### src/rtl/imem_arbiter_pkg.sv
// rtl/imem_arbiter_pkg.sv - shared types and sizes for the instruction memory arbiter
//
// Holds the arbiter state encoding, the instruction RAM word address width,
// the download length width and the byte packing geometry.

package imem_arbiter_pkg;

  localparam int IMEM_AW        = 14;
  localparam int LEN_W          = 16;
  localparam int BYTES_PER_WORD = 4;
  localparam int BCNT_W         = $clog2(BYTES_PER_WORD);
  localparam int WORD_W         = 8 * BYTES_PER_WORD;

  typedef enum logic [1:0] {
    ST_RUN       = 2'd0,
    ST_LOAD_LEN  = 2'd1,
    ST_LOAD_DATA = 2'd2,
    ST_DONE      = 2'd3
  } arb_state_t;

endpackage

### src/rtl/imem_arbiter_byte_packer.sv
// rtl/imem_arbiter_byte_packer.sv - assembles download bytes into little-endian instruction words
//
// Ports:
//   clk, rst     : clock, synchronous active-high reset
//   clear        : synchronous clear of byte count and packed word
//   byte_data    : incoming byte
//   byte_valid   : byte_data is valid this cycle
//   word         : packed word (first byte of a word lands in bits 7:0)
//   word_done    : the byte accepted this cycle completes a word

module imem_arbiter_byte_packer
  import imem_arbiter_pkg::*;
(
  input  logic              clk,
  input  logic              rst,
  input  logic              clear,
  input  logic [7:0]        byte_data,
  input  logic              byte_valid,
  output logic [WORD_W-1:0] word,
  output logic              word_done
);

  logic [BCNT_W-1:0] cnt_q;
  logic [WORD_W-1:0] word_q;

  always_ff @(posedge clk) begin
    if (rst || clear) begin
      cnt_q  <= '0;
      word_q <= '0;
    end else if (byte_valid) begin
      word_q[{cnt_q, 3'b000} +: 8] <= byte_data;
      // Count wraps naturally from the last byte back to byte 0.
      cnt_q <= cnt_q + BCNT_W'(1);
    end
  end

  assign word      = word_q;
  assign word_done = byte_valid && (cnt_q == BCNT_W'(BYTES_PER_WORD - 1));

endmodule

### src/rtl/imem_arbiter.sv
// rtl/imem_arbiter.sv - instruction RAM arbiter between core fetch and UART program download
//
// Ports:
//   clk, rst                 : clock, synchronous active-high reset
//   fetch_req/fetch_addr     : core fetch request and word address
//   fetch_instr/fetch_valid  : returned instruction, valid one cycle after request
//   cpu_hold                 : core freezes its PC while high
//   cpu_restart              : one-cycle pulse, core reloads PC to 0
//   load_start               : one-cycle pulse requesting a download
//   load_byte/load_byte_valid: download byte stream, at most one byte per cycle
//   load_done                : one-cycle pulse when a download completes
//   mem_addr/mem_din/mem_we  : instruction RAM address, write data, write enable
//   mem_dout                 : instruction RAM read data, one-cycle latency
//
// Download format: 16-bit little-endian word count, then that many
// little-endian 32-bit words. Words beyond IMEM_WORDS are consumed but
// not written.

module imem_arbiter
  import imem_arbiter_pkg::*;
#(
  parameter int IMEM_WORDS = 16384
) (
  input  logic               clk,
  input  logic               rst,
  input  logic               fetch_req,
  input  logic [IMEM_AW-1:0] fetch_addr,
  output logic [31:0]        fetch_instr,
  output logic               fetch_valid,
  output logic               cpu_hold,
  output logic               cpu_restart,
  input  logic               load_start,
  input  logic [7:0]         load_byte,
  input  logic               load_byte_valid,
  output logic               load_done,
  output logic [IMEM_AW-1:0] mem_addr,
  output logic [31:0]        mem_din,
  output logic               mem_we,
  input  logic [31:0]        mem_dout
);

  arb_state_t        state_q, state_d;
  logic [LEN_W-1:0]  len_q;
  logic [LEN_W-1:0]  wc_q;
  logic              len_hi_q;
  logic              fetch_pend_q;
  logic              word_pend_q;

  logic [WORD_W-1:0] packed_word;
  logic              packed_done;
  logic              pk_valid;
  logic              pk_clear;
  logic [LEN_W-1:0]  len_full;
  logic              wc_last;
  logic              wc_in_range;

  // Packer only sees bytes while streaming data words; it is held clear
  // otherwise so every download starts at byte 0 with a zero word.
  assign pk_valid = load_byte_valid && (state_q == ST_LOAD_DATA);
  assign pk_clear = (state_q != ST_LOAD_DATA);

  imem_arbiter_byte_packer u_packer (
    .clk        (clk),
    .rst        (rst),
    .clear      (pk_clear),
    .byte_data  (load_byte),
    .byte_valid (pk_valid),
    .word       (packed_word),
    .word_done  (packed_done)
  );

  assign len_full    = {load_byte, len_q[7:0]};
  assign wc_last     = (wc_q + LEN_W'(1)) == len_q;
  assign wc_in_range = 32'(wc_q) < IMEM_WORDS;

  // The RAM read path is a plain passthrough; fetch_valid qualifies it.
  assign fetch_instr = mem_dout;
  // The packed word stays stable through the write cycle: a byte arriving
  // then only updates the register at the following edge.
  assign mem_din     = packed_word;

  always_comb begin
    state_d     = state_q;
    cpu_hold    = 1'b1;
    fetch_valid = 1'b0;
    mem_addr    = wc_q[IMEM_AW-1:0];
    mem_we      = 1'b0;
    load_done   = 1'b0;
    cpu_restart = 1'b0;
    case (state_q)
      ST_RUN: begin
        cpu_hold    = 1'b0;
        mem_addr    = fetch_addr;
        fetch_valid = fetch_pend_q;
        if (load_start) state_d = ST_LOAD_LEN;
      end
      ST_LOAD_LEN: begin
        if (load_byte_valid && len_hi_q)
          state_d = (len_full == '0) ? ST_DONE : ST_LOAD_DATA;
      end
      ST_LOAD_DATA: begin
        mem_we = word_pend_q && wc_in_range;
        if (word_pend_q && wc_last) state_d = ST_DONE;
      end
      ST_DONE: begin
        load_done   = 1'b1;
        cpu_restart = 1'b1;
        state_d     = ST_RUN;
      end
      default: state_d = ST_RUN;
    endcase
  end

  always_ff @(posedge clk) begin
    if (rst) begin
      state_q      <= ST_RUN;
      len_q        <= '0;
      wc_q         <= '0;
      len_hi_q     <= 1'b0;
      fetch_pend_q <= 1'b0;
      word_pend_q  <= 1'b0;
    end else begin
      state_q      <= state_d;
      fetch_pend_q <= fetch_req && (state_q == ST_RUN);
      // Word completed this cycle is written (or skipped) in the next one.
      word_pend_q  <= packed_done;
      if (state_q == ST_RUN && load_start) begin
        wc_q     <= '0;
        len_hi_q <= 1'b0;
      end
      if (state_q == ST_LOAD_LEN && load_byte_valid) begin
        if (len_hi_q) len_q[15:8] <= load_byte;
        else          len_q[7:0]  <= load_byte;
        len_hi_q <= !len_hi_q;
      end
      if (state_q == ST_LOAD_DATA && word_pend_q) wc_q <= wc_q + LEN_W'(1);
    end
  end

endmodule

### config.mk
export PLATFORM = sky130hd
export DESIGN_NAME = imem_arbiter
export DESIGN_NICKNAME = d
export VERILOG_FILES = /design/src/rtl/imem_arbiter_pkg.sv /design/src/rtl/imem_arbiter_byte_packer.sv /design/src/rtl/imem_arbiter.sv
export SDC_FILE = /design/constraint.sdc
export NUM_CORES = 1
export LEC_CHECK = 0
export CORE_MARGIN = 3
export CORE_UTILIZATION = 40
export DETAILED_ROUTE_END_ITERATION = 8
export PLACE_DENSITY_LB_ADDON = 0.1
export SLEW_MARGIN = 10
export SYNTH_ARGS = -nofsm -noshare
export SYNTH_HDL_FRONTEND = slang
export SYNTH_SLANG_ARGS = --single-unit
### constraint.sdc
create_clock -name clk -period 2.8 [get_ports clk]
set_input_delay 0.28 -clock clk [delete_from_list [all_inputs] [get_ports clk]]
set_output_delay 0.28 -clock clk [all_outputs]
set_load 0.01 [all_outputs]
==> flow_summary.json, run 1 <==
{
  "clock.fmax_mhz": 397,
  "relSlewSlack_pct": 56.4,
  "pre_cts_slack_ns": 0.349,
  "place_inst": 611,
  "cp.required_ns": 2.52,
  "rsz0062_at_grt": "no",
  "post_cts_buffers": 0,
  "diodes": 0,
  "crit_buf_inv": 2,
  "worst_pin_slew_ns": 0.654,
  "busiest_layer": "met2",
  "cts-htree-levels": 3,
  "wirelength_um": 10400,
  "grtUsageTotal_pct": 19.6,
  "ys_top_cells_by_area": "dfxtp_1 (37%), a22oi_1 (7.0%), buf_4 (6.4%), nor2_1 (6.4%), mux2_2 (4.4%)",
  "grtUsageMet3_pct": 5.21,
  "rows": 35,
  "grt_pass1_wl_um": 17300,
  "start_util_pct": 41.5,
  "drc": 0,
  "cts-root-buf": "clkbuf_8",
  "synth-seq-cells": 71,
  "avgSynthCellArea_um2": 8.69,
  "synth_seq_area_share_pct": 36.7,
  "grt_max_degree": 39,
  "crit_type": "flop to primary output",
  "die_y_um": 104,
  "gr-total-overflow": 0,
  "reg2reg_depth": 8,
  "yosysTopAreaCell": "dfxtp_1",
  "final_antenna_net_count": 0,
  "hold_viol_final": 0,
  "startpoint_type": "flop",
  "rrSetupSlack_ns": 0.32,
  "via_count": 3346,
  "use_met1_pct": 24.9,
  "finalPower_mw": 2.97,
  "cpMaxStageDelayCell": "clkdlybuf4s50_1",
  "synth.top_cell.area_share_pct": 36.7,
  "peakVddDrop_mv": 0.236,
  "postLayoutSetupSlackWorst_ns": 0.280,
  "post_route_cells_drive_above_1_share_pct": 13.5,
  "startpoint": "state_q[0]$_SDFFE_PP0P_",
  "portBuffers": 77,
  "cts_tree": "built",
  "cts_buffers": 9,
  "vias_per_cell": 5.34,
  "grt_pass1_vias": 3264,
  "core_mm2": 0.00933,
  "drt_iter0_drc": 153,
  "synth_edf_count": 0,
  "max_cap_violations": 0,
  "utilization_pct": 51.8,
  "final_common_cell": "clkdlybuf4s50_1",
  "hp-class": "flop to flop",
  "period_needed_ns": 2.52,
  "syn-num-nets": 515,
  "fin_area_mm2": 0.00483,
  "ctsHoldBuffers": 0,
  "area_growth_pct": 24.8,
  "dpl_cell_area_mm2": 0.00459,
  "status": "complete, no violations",
  "die_area_mm2": 0.0109,
  "layoutNonFillerInstCount": 627,
  "syn_inst": 445,
  "setup_tns_ns": 0,
  "leakage_nw": 1.78,
  "yosysWarnings": 0,
  "power.density_mw_per_mm2": 614,
  "finalSetupViolCount": 0,
  "dp_hpwl_um": 7480,
  "end_kind": "primary output",
  "place.gp.congestion": 0.827,
  "slew_violations": 0,
  "synth_cell_types": 52,
  "synth_ff_type": "dfxtp_1",
  "reg2reg_from": "wc_q[0]$_SDFFE_PP0P_",
  "finalCritPeriodShare_pct": 90.0,
  "clock_sinks": 71,
  "synthesis.area_mm2": 0.00387,
  "endpoint": "mem_we",
  "clk_pin_slew_ns": 0.07,
  "gr-usage-met2_pct": 32.0,
  "wl_per_cell_um": 16.6,
  "grt_antenna_before_repair": 0,
  "ios": 142,
  "fin_nets": 563,
  "clk_latency_ns": 0.35,
  "async_flop_share_pct": 0,
  "die-width_um": 104,
  "cp.depth": 5,
  "regToRegEndpoint": "state_q[1]$_SDFFE_PP0P_",
  "final_cell_mix": "clkdlybuf4s50_1 (77), dfxtp_1 (71), nor2_1 (66)",
  "cts_resized": 0,
  "cts_max_path_buffers": 2,
  "crit_family": "buffers and inverters",
  "path_max_fanout": 10,
  "max_stage_delay_ns": 0.60,
  "fillers": 898,
  "crit_chain": "inv_1 -> ha_1 -> nand2_1 -> nor3_1 -> clkdlybuf4s50_1",
  "arrival_ns": 2.24,
  "dr.pass1.iters": 5,
  "skew_ns": 0.0100,
  "hold_slack_ns": 0.494
}
## synth_stat cells, types with 2 or more instances
| master | instances |
|---|---|
| and4_1 | 2 |
| a31oi_1 | 3 |
| or3_1 | 4 |
| o21ai_0 | 17 |
| inv_1 | 5 |
| ha_1 | 11 |
| and3_1 | 4 |
| buf_1 | 2 |
| nor4b_2 | 4 |
| o211ai_1 | 3 |
| clkbuf_1 | 18 |
| nor4_4 | 2 |
| nor2_1 | 66 |
| xnor2_1 | 11 |
| xor2_1 | 10 |
| buf_2 | 5 |
| nand2b_1 | 3 |
| mux2i_1 | 10 |
| nand2_1 | 30 |
| buf_4 | 33 |
| a22oi_1 | 36 |
| nor4_1 | 5 |
| mux2_2 | 15 |
| nand3_1 | 14 |
| and2_1 | 3 |
| nand4_1 | 3 |
| nor3_1 | 6 |
| a21oi_1 | 26 |
| dfxtp_1 | 71 |
## worst min path at each step
stage / startpoint / cells after the start / endpoint / slack [ns]
final: len_q[1]$_SDFFE_PP0P_ / 2 / len_q[1]$_SDFFE_PP0P_ / 0.49
after global routing: len_q[6]$_SDFFE_PP0P_ / 2 / len_q[6]$_SDFFE_PP0P_ / 0.51
after CTS: fetch_req / 2 / fetch_pend_q$_SDFF_PP0_ / 0.49
after detailed placement: len_q[1]$_SDFFE_PP0P_ / 2 / len_q[1]$_SDFFE_PP0P_ / 0.49
after global placement: len_q[1]$_SDFFE_PP0P_ / 2 / len_q[1]$_SDFFE_PP0P_ / 0.48
after floorplan: load_byte[4] / 2 / len_q[4]$_SDFFE_PP0P_ / 0.42
## per-layer routing
layer  share of wire [%]  vias up
met4                 1.5        0
met2                  46      113
met1                  45     1565
met5                   0        -
li1                    -     1646
met3                 7.4       22
## report_power, final
part | internal [mW] | switching [mW]
Combinational | 0.452 | 0.444
Clock | 0.577 | 0.403
Sequential | 1.05 | 0.0424
## state kept, by name (all words and copies together) (netlist names)
signal,cells
u_packer.word,32
state_q,2
fetch_pend_q,1
u_packer.cnt_q,2
len_hi_q,1
word_pend_q,1
wc_q,16
len_q,16
## tightest hold or removal path: cells and delay by family (launching register included)
kind / cells / cell delay, ns
DFF: 1 / 0.34
and+or+nand+nor: 1 / 0.06
AOI/OAI and AO/OA: 1 / 0.05
## cell type report
| cell class | count | area (um^2) | share of cell area [%] |
|---|---|---|---|
| well taps | 129 | 161 | 3.34 |
| repair buffers | 95 | 906 | 18.8 |
| multi-input cells | 311 | 2080 | 43.1 |
| flip-flops and latches | 71 | 1420 | 29.4 |
| clock buffers | 12 | 165 | 3.42 |
| inverters | 5 | 18.8 | 0.389 |
| clock inverters | 4 | 76.3 | 1.58 |
## cells by family (layout without fill, tap and decap cells)
| logic type | count (synthesis) | after routing | synth area share, % |
|---|---|---|---|
| multiplexers | 25 | 25 | 6.95 |
| adder cells (fa/ha/maj) | 11 | 11 | 3.56 |
| AND/OR/NAND/NOR | 158 | 158 | 21.9 |
| buffers and inverters | 63 | 116 | 9.48 |
| XOR/XNOR | 21 | 21 | 4.75 |
| flip-flops | 71 | 71 | 36.7 |
| AO/OA/AOI/OAI | 96 | 96 | 16.6 |
No activity file was read; power rests on OpenSTA's default activity.
==> inputs of run 2 (changes only) <==
Settings changed: CORE_UTILIZATION 40 to 45, REMOVE_ABC_BUFFERS from default to 1.
==> flow_summary.json, run 2 (synthesized netlist as in run 1, its figures left out) <==
{
  "period_needed_ns": 2.45,
  "fillers": 779,
  "setup_tns_ns": 0,
  "hold_viol_final": 0,
  "cp.required_ns": 3.08,
  "rrSetupSlack_ns": 0.35,
  "place.gp.congestion": 0.861,
  "endpoint": "state_q[1]$_SDFFE_PP0P_",
  "drc": 0,
  "cpMaxStageDelayCell": "dfxtp_1",
  "wl_per_cell_um": 18.6,
  "crit_family": "simple AND/OR/NAND/NOR gates",
  "finalSetupViolCount": 0,
  "end_kind": "flop",
  "die_area_mm2": 0.00975,
  "power.density_mw_per_mm2": 614,
  "grt_antenna_before_repair": 0,
  "status": "complete, no violations",
  "cts_tree": "built",
  "cp.depth": 8,
  "dpl_cell_area_mm2": 0.00454,
  "dr.pass1.iters": 4,
  "cts_buffers": 9,
  "reg2reg_depth": 8,
  "crit_type": "flop to flop",
  "gr-total-overflow": 0,
  "post_cts_buffers": 0,
  "path_max_fanout": 9,
  "ios": 142,
  "startpoint": "wc_q[0]$_SDFFE_PP0P_",
  "clock.fmax_mhz": 408,
  "fin_area_mm2": 0.00476,
  "relSlewSlack_pct": 51.8,
  "cts-htree-levels": 3,
  "area_growth_pct": 23.1,
  "grt_pass1_wl_um": 17700,
  "vias_per_cell": 5.67,
  "die-width_um": 98.7,
  "core_mm2": 0.00830,
  "clk_latency_ns": 0.35,
  "cts-root-buf": "clkbuf_8",
  "final_common_cell": "clkdlybuf4s50_1",
  "arrival_ns": 2.73,
  "wirelength_um": 11200,
  "slew_violations": 0,
  "leakage_nw": 1.75,
  "grtUsageTotal_pct": 23.2,
  "dp_hpwl_um": 8020,
  "rsz0062_at_grt": "no",
  "layoutNonFillerInstCount": 601,
  "rows": 33,
  "portBuffers": 77,
  "drt_iter0_drc": 159,
  "cts_resized": 0,
  "diodes": 0,
  "regToRegEndpoint": "state_q[1]$_SDFFE_PP0P_",
  "skew_ns": 0.0120,
  "final_cell_mix": "clkdlybuf4s50_1 (77), dfxtp_1 (71), nor2_1 (66)",
  "utilization_pct": 57.4,
  "post_route_cells_drive_above_1_share_pct": 12.9,
  "max_stage_delay_ns": 0.49,
  "start_util_pct": 46.6,
  "hp-class": "input port to flop",
  "crit_buf_inv": 0,
  "grt_pass1_vias": 3313,
  "place_inst": 585,
  "worst_pin_slew_ns": 0.717,
  "via_count": 3405,
  "clk_pin_slew_ns": 0.08,
  "max_cap_violations": 0,
  "fin_nets": 561,
  "reg2reg_from": "wc_q[0]$_SDFFE_PP0P_",
  "crit_chain": "ha_1 -> nand3_4 -> or3_1 -> a21bo_2 -> a221oi_2 -> nand4_2 -> a21boi_2 -> mux2i_1",
  "die_y_um": 98.7,
  "cts_max_path_buffers": 2,
  "largest_register_ffs": 32,
  "grt_max_degree": 35,
  "ctsHoldBuffers": 0,
  "finalCritPeriodShare_pct": 87.4,
  "clock_sinks": 71,
  "peakVddDrop_mv": 0.356,
  "startpoint_type": "flop",
  "final_antenna_net_count": 0
}
run 2: changes by cell type in the layout (fill, tap and decap cells not counted), sizes merged:
cell	previous run	this run
clkinvlp	1	2
inv	5	7
buf	18	16
clkinv	1	0
clkbuf	12	10
run 2: how the worst min path moves through the flow:
| stage | from | endpoint | slack [ns] | depth (start not counted) |
|---|---|---|---|---|
| 6_report | fetch_req | fetch_pend_q$_SDFF_PP0_ | 0.50 | 2 |
| 3_5_place_dp | len_q[0]$_SDFFE_PP0P_ | len_q[0]$_SDFFE_PP0P_ | 0.49 | 2 |
| 3_3_place_gp | len_q[0]$_SDFFE_PP0P_ | len_q[0]$_SDFFE_PP0P_ | 0.49 | 2 |
| 4_1_cts | fetch_req | fetch_pend_q$_SDFF_PP0_ | 0.49 | 2 |
| 2_1_floorplan | rst | len_hi_q$_SDFFE_PP0P_ | 0.35 | 1 |
| 5_1_grt | fetch_req | fetch_pend_q$_SDFF_PP0_ | 0.51 | 2 |
run 2: area by class of cell:
class | instances | area (um^2) | share of cell area (%)
clock buffer | 10 | 128 | 2.68
sequential | 71 | 1420 | 29.8
tap | 105 | 131 | 2.76
clock inverter | 6 | 92.6 | 1.94
timing repair buffer | 93 | 891 | 18.7
inverter | 5 | 18.8 | 0.394
multi-input combinational | 311 | 2080 | 43.7
run 2: per-stage QoR:
stage / hold slack [ns] / worst slack, ns / power, mW
floorplan: 0.349 / 0.573 / 1.62
global placement: 0.486 / 0.466 / 2.01
detailed placement: 0.493 / 0.381 / 2.02
CTS: 0.493 / 0.346 / 2.95
global route: 0.510 / 0.207 / 3.06
finish: 0.505 / 0.352 / 2.92
run 2: power breakdown:
group	internal (mW)	switching (mW)
Sequential	1.05	0.0445
Clock	0.509	0.425
Combinational	0.453	0.447
Total	2.01	0.917
run 2: metal layers:
layer,wire [um],vias to the layer above,track usage [%]
met4,144,0,6.30
li1,-,1645,-
met1,4860,1606,30.0
met5,0,-,2.05
met2,5040,142,34.4
met3,1150,12,11.2
==> inputs of run 3 (changes only) <==
Settings changed: CORE_UTILIZATION 45 to 46, SYNTH_HIERARCHICAL from default to 1.
==> flow_summary.json, run 3 <==
{
  "die_area_mm2": 0.0101,
  "regArea_mm2": 0.00142,
  "post_cts_buffers": 0,
  "ios": 142,
  "rows": 33,
  "gr-usage-met2_pct": 34.5,
  "rrSetupSlack_ns": 0.37,
  "grtUsageTotal_pct": 22.7,
  "vias_per_cell": 5.68,
  "syn_inst": 466,
  "via_count": 3475,
  "p_sw_share_pct": 31.9,
  "synth_commonest_cells": "dfxtp_1 (71), nor2_1 (56), nand2_1 (47)",
  "hold_viol_final": 0,
  "wl_per_cell_um": 18.7,
  "final_antenna_net_count": 0,
  "async_flop_share_pct": 0,
  "peakVddDrop_mv": 0.295,
  "regToRegEndpoint": "state_q[1]$_SDFFE_PP0P_",
  "die-width_um": 100,
  "final_common_cell": "clkdlybuf4s50_1",
  "fin_area_mm2": 0.00489,
  "finalSetupViolCount": 0,
  "synth_edf_count": 0,
  "p_sw_uw": 948,
  "fin_nets": 572,
  "use_met1_pct": 28.4,
  "place.gp.congestion": 0.869,
  "crit_type": "flop to primary output",
  "multi_input_comb_area_mm2": 0.00221,
  "die_y_um": 100,
  "synth_most_common_cell": "dfxtp_1",
  "grt_pass1_vias": 3397,
  "grt_antenna_before_repair": 0,
  "cts_max_path_buffers": 2,
  "cts_resized": 0,
  "synth_cell_types": 60,
  "pwr-share-clk_pct": 31.7,
  "synth.top_cell.area_share_pct": 34.8,
  "cts_tree": "built",
  "synth-seq-cells": 71,
  "hp-start": "u_packer/word[7]$_SDFFE_PP0P_",
  "grtUsageMet3_pct": 11.1,
  "portBuffers": 77,
  "end_kind": "primary output",
  "synth_seq_area_share_pct": 34.8,
  "synthesis.area_mm2": 0.00409,
  "dpl_cell_area_mm2": 0.00467,
  "rsz0062_at_grt": "no",
  "cts-root-buf": "clkbuf_8",
  "yosysTopAreaCell": "dfxtp_1",
  "wirelength_um": 11400,
  "leakage_nw": 1.72,
  "max_cap_violations": 0,
  "reg2reg_depth": 7,
  "cts_buffers": 9,
  "drc": 0,
  "period_needed_ns": 2.45,
  "core_mm2": 0.00842,
  "avgSynthCellArea_um2": 8.78,
  "ctsHoldBuffers": 0,
  "start_util_pct": 48.6,
  "path_max_fanout": 19,
  "clk_pin_slew_ns": 0.08,
  "clk_latency_ns": 0.35,
  "ys_top_cells_by_area": "dfxtp_1 (35%), buf_4 (6.2%), nor2_1 (5.1%), a32oi_1 (5.1%), nand2_1 (4.3%)",
  "gr-total-overflow": 0,
  "status": "complete, no violations",
  "p_comb_share_pct": 31.6,
  "post_route_cells_drive_above_1_share_pct": 12.8,
  "drt_iter0_drc": 122,
  "pwr-share-seq_pct": 36.7,
  "synth_ff_type": "dfxtp_1",
  "diodes": 0,
  "grt_max_degree": 35,
  "p_int_mw": 2.03,
  "dp_hpwl_um": 8220,
  "clock.fmax_mhz": 409,
  "power.density_mw_per_mm2": 609,
  "cts-htree-levels": 3,
  "busiest_layer": "met2",
  "worst_pin_slew_ns": 0.678,
  "grt_pass1_wl_um": 17800,
  "holdPathEnd": "u_packer/word[7]$_SDFFE_PP0P_",
  "cp.required_ns": 2.52,
  "hp-class": "flop to flop",
  "reg2reg_from": "wc_q[1]$_SDFFE_PP0P_",
  "yosysWarnings": 6,
  "finalCritPeriodShare_pct": 87.3,
  "relSlewSlack_pct": 54.8,
  "slew_violations": 0,
  "fillers": 787,
  "area_growth_pct": 19.5,
  "clock_sinks": 71,
  "startpoint_type": "flop",
  "final_cell_mix": "clkdlybuf4s50_1 (77), dfxtp_1 (71), nor2_1 (56)",
  "skew_ns": 0.00782,
  "setup_tns_ns": 0,
  "dr.pass1.iters": 5,
  "arrival_ns": 2.17,
  "whs_path_depth": 2,
  "largest_register_ffs": 32
}
run 3: metrics by stage:
step | std cells | hold slack (ns) | setup WS [ns] | util [%] | power (mW)
floorplan | 401 | 0.348 | 0.390 | - | 1.66
global placement | 596 | 0.443 | 0.488 | 55.4 | 2.05
detailed placement | 596 | 0.446 | 0.382 | 55.4 | 2.06
CTS | 612 | 0.449 | 0.328 | 58.0 | 3.00
global route | 612 | 0.478 | 0.201 | 58.0 | 3.12
finish | 612 | 0.456 | 0.355 | 58.0 | 2.97
run 3: kinds of logic after synthesis:
group / after synthesis / synth area share, %
AO/OA/AOI/OAI: 91 / 15.6
adder cells (fa/ha/maj): 11 / 3.36
AND/OR/NAND/NOR: 173 / 23.1
flip-flops: 71 / 34.8
buffers and inverters: 73 / 11.1
XOR/XNOR: 25 / 6.36
multiplexers: 22 / 5.78
run 3: worst max-delay path, cell delays in order (launching register included):
cell             delay, ns
dfxtp_1               0.35
inv_1                 0.15
ha_1                  0.20
buf_4                 0.25
mux2_2                0.37
clkdlybuf4s50_1       0.48
run 3: power groups by stage:
stage                     Sequential (mW)  Combinational [mW]  Clock, mW
after floorplan                      1.10               0.555          0
after global placement               1.11               0.939          0
after detailed placement             1.11               0.949          0
after CTS                            1.09               0.952      0.959
after global routing                 1.10                1.03      0.997
final                                1.09               0.939      0.943
run 3: cell type report:
class                           instances  area share (%)
Tap cell                              105            2.69
Timing Repair Buffer                   90            17.8
Inverter                                8           0.615
Multi-Input combinational cell        322            45.3
Clock buffer                           10            2.61
Clock inverter                          6            1.90
Sequential cell                        71            29.1
run 3: worst max path at each step:
stage | from | end | slack [ns]
after global placement | load_byte_valid | state_q[0]$_SDFFE_PP0P_ | 0.49
after detailed placement | wc_q[1]$_SDFFE_PP0P_ | state_q[1]$_SDFFE_PP0P_ | 0.38
after global routing | wc_q[1]$_SDFFE_PP0P_ | state_q[0]$_SDFFE_PP0P_ | 0.20
after CTS | state_q[0]$_SDFFE_PP0P_ | mem_addr[1] | 0.33
final | state_q[0]$_SDFFE_PP0P_ | mem_addr[1] | 0.35
after floorplan | state_q[0]$_SDFFE_PP0P_ | state_q[0]$_SDFFE_PP0P_ | 0.39
run 3: per-layer routing:
layer  up-vias  part of all wire [%]
met4         2                  0.87
met2       147                    44
li1       1700                     -
met5         -                  0.28
met1      1613                    43
met3        13                    11
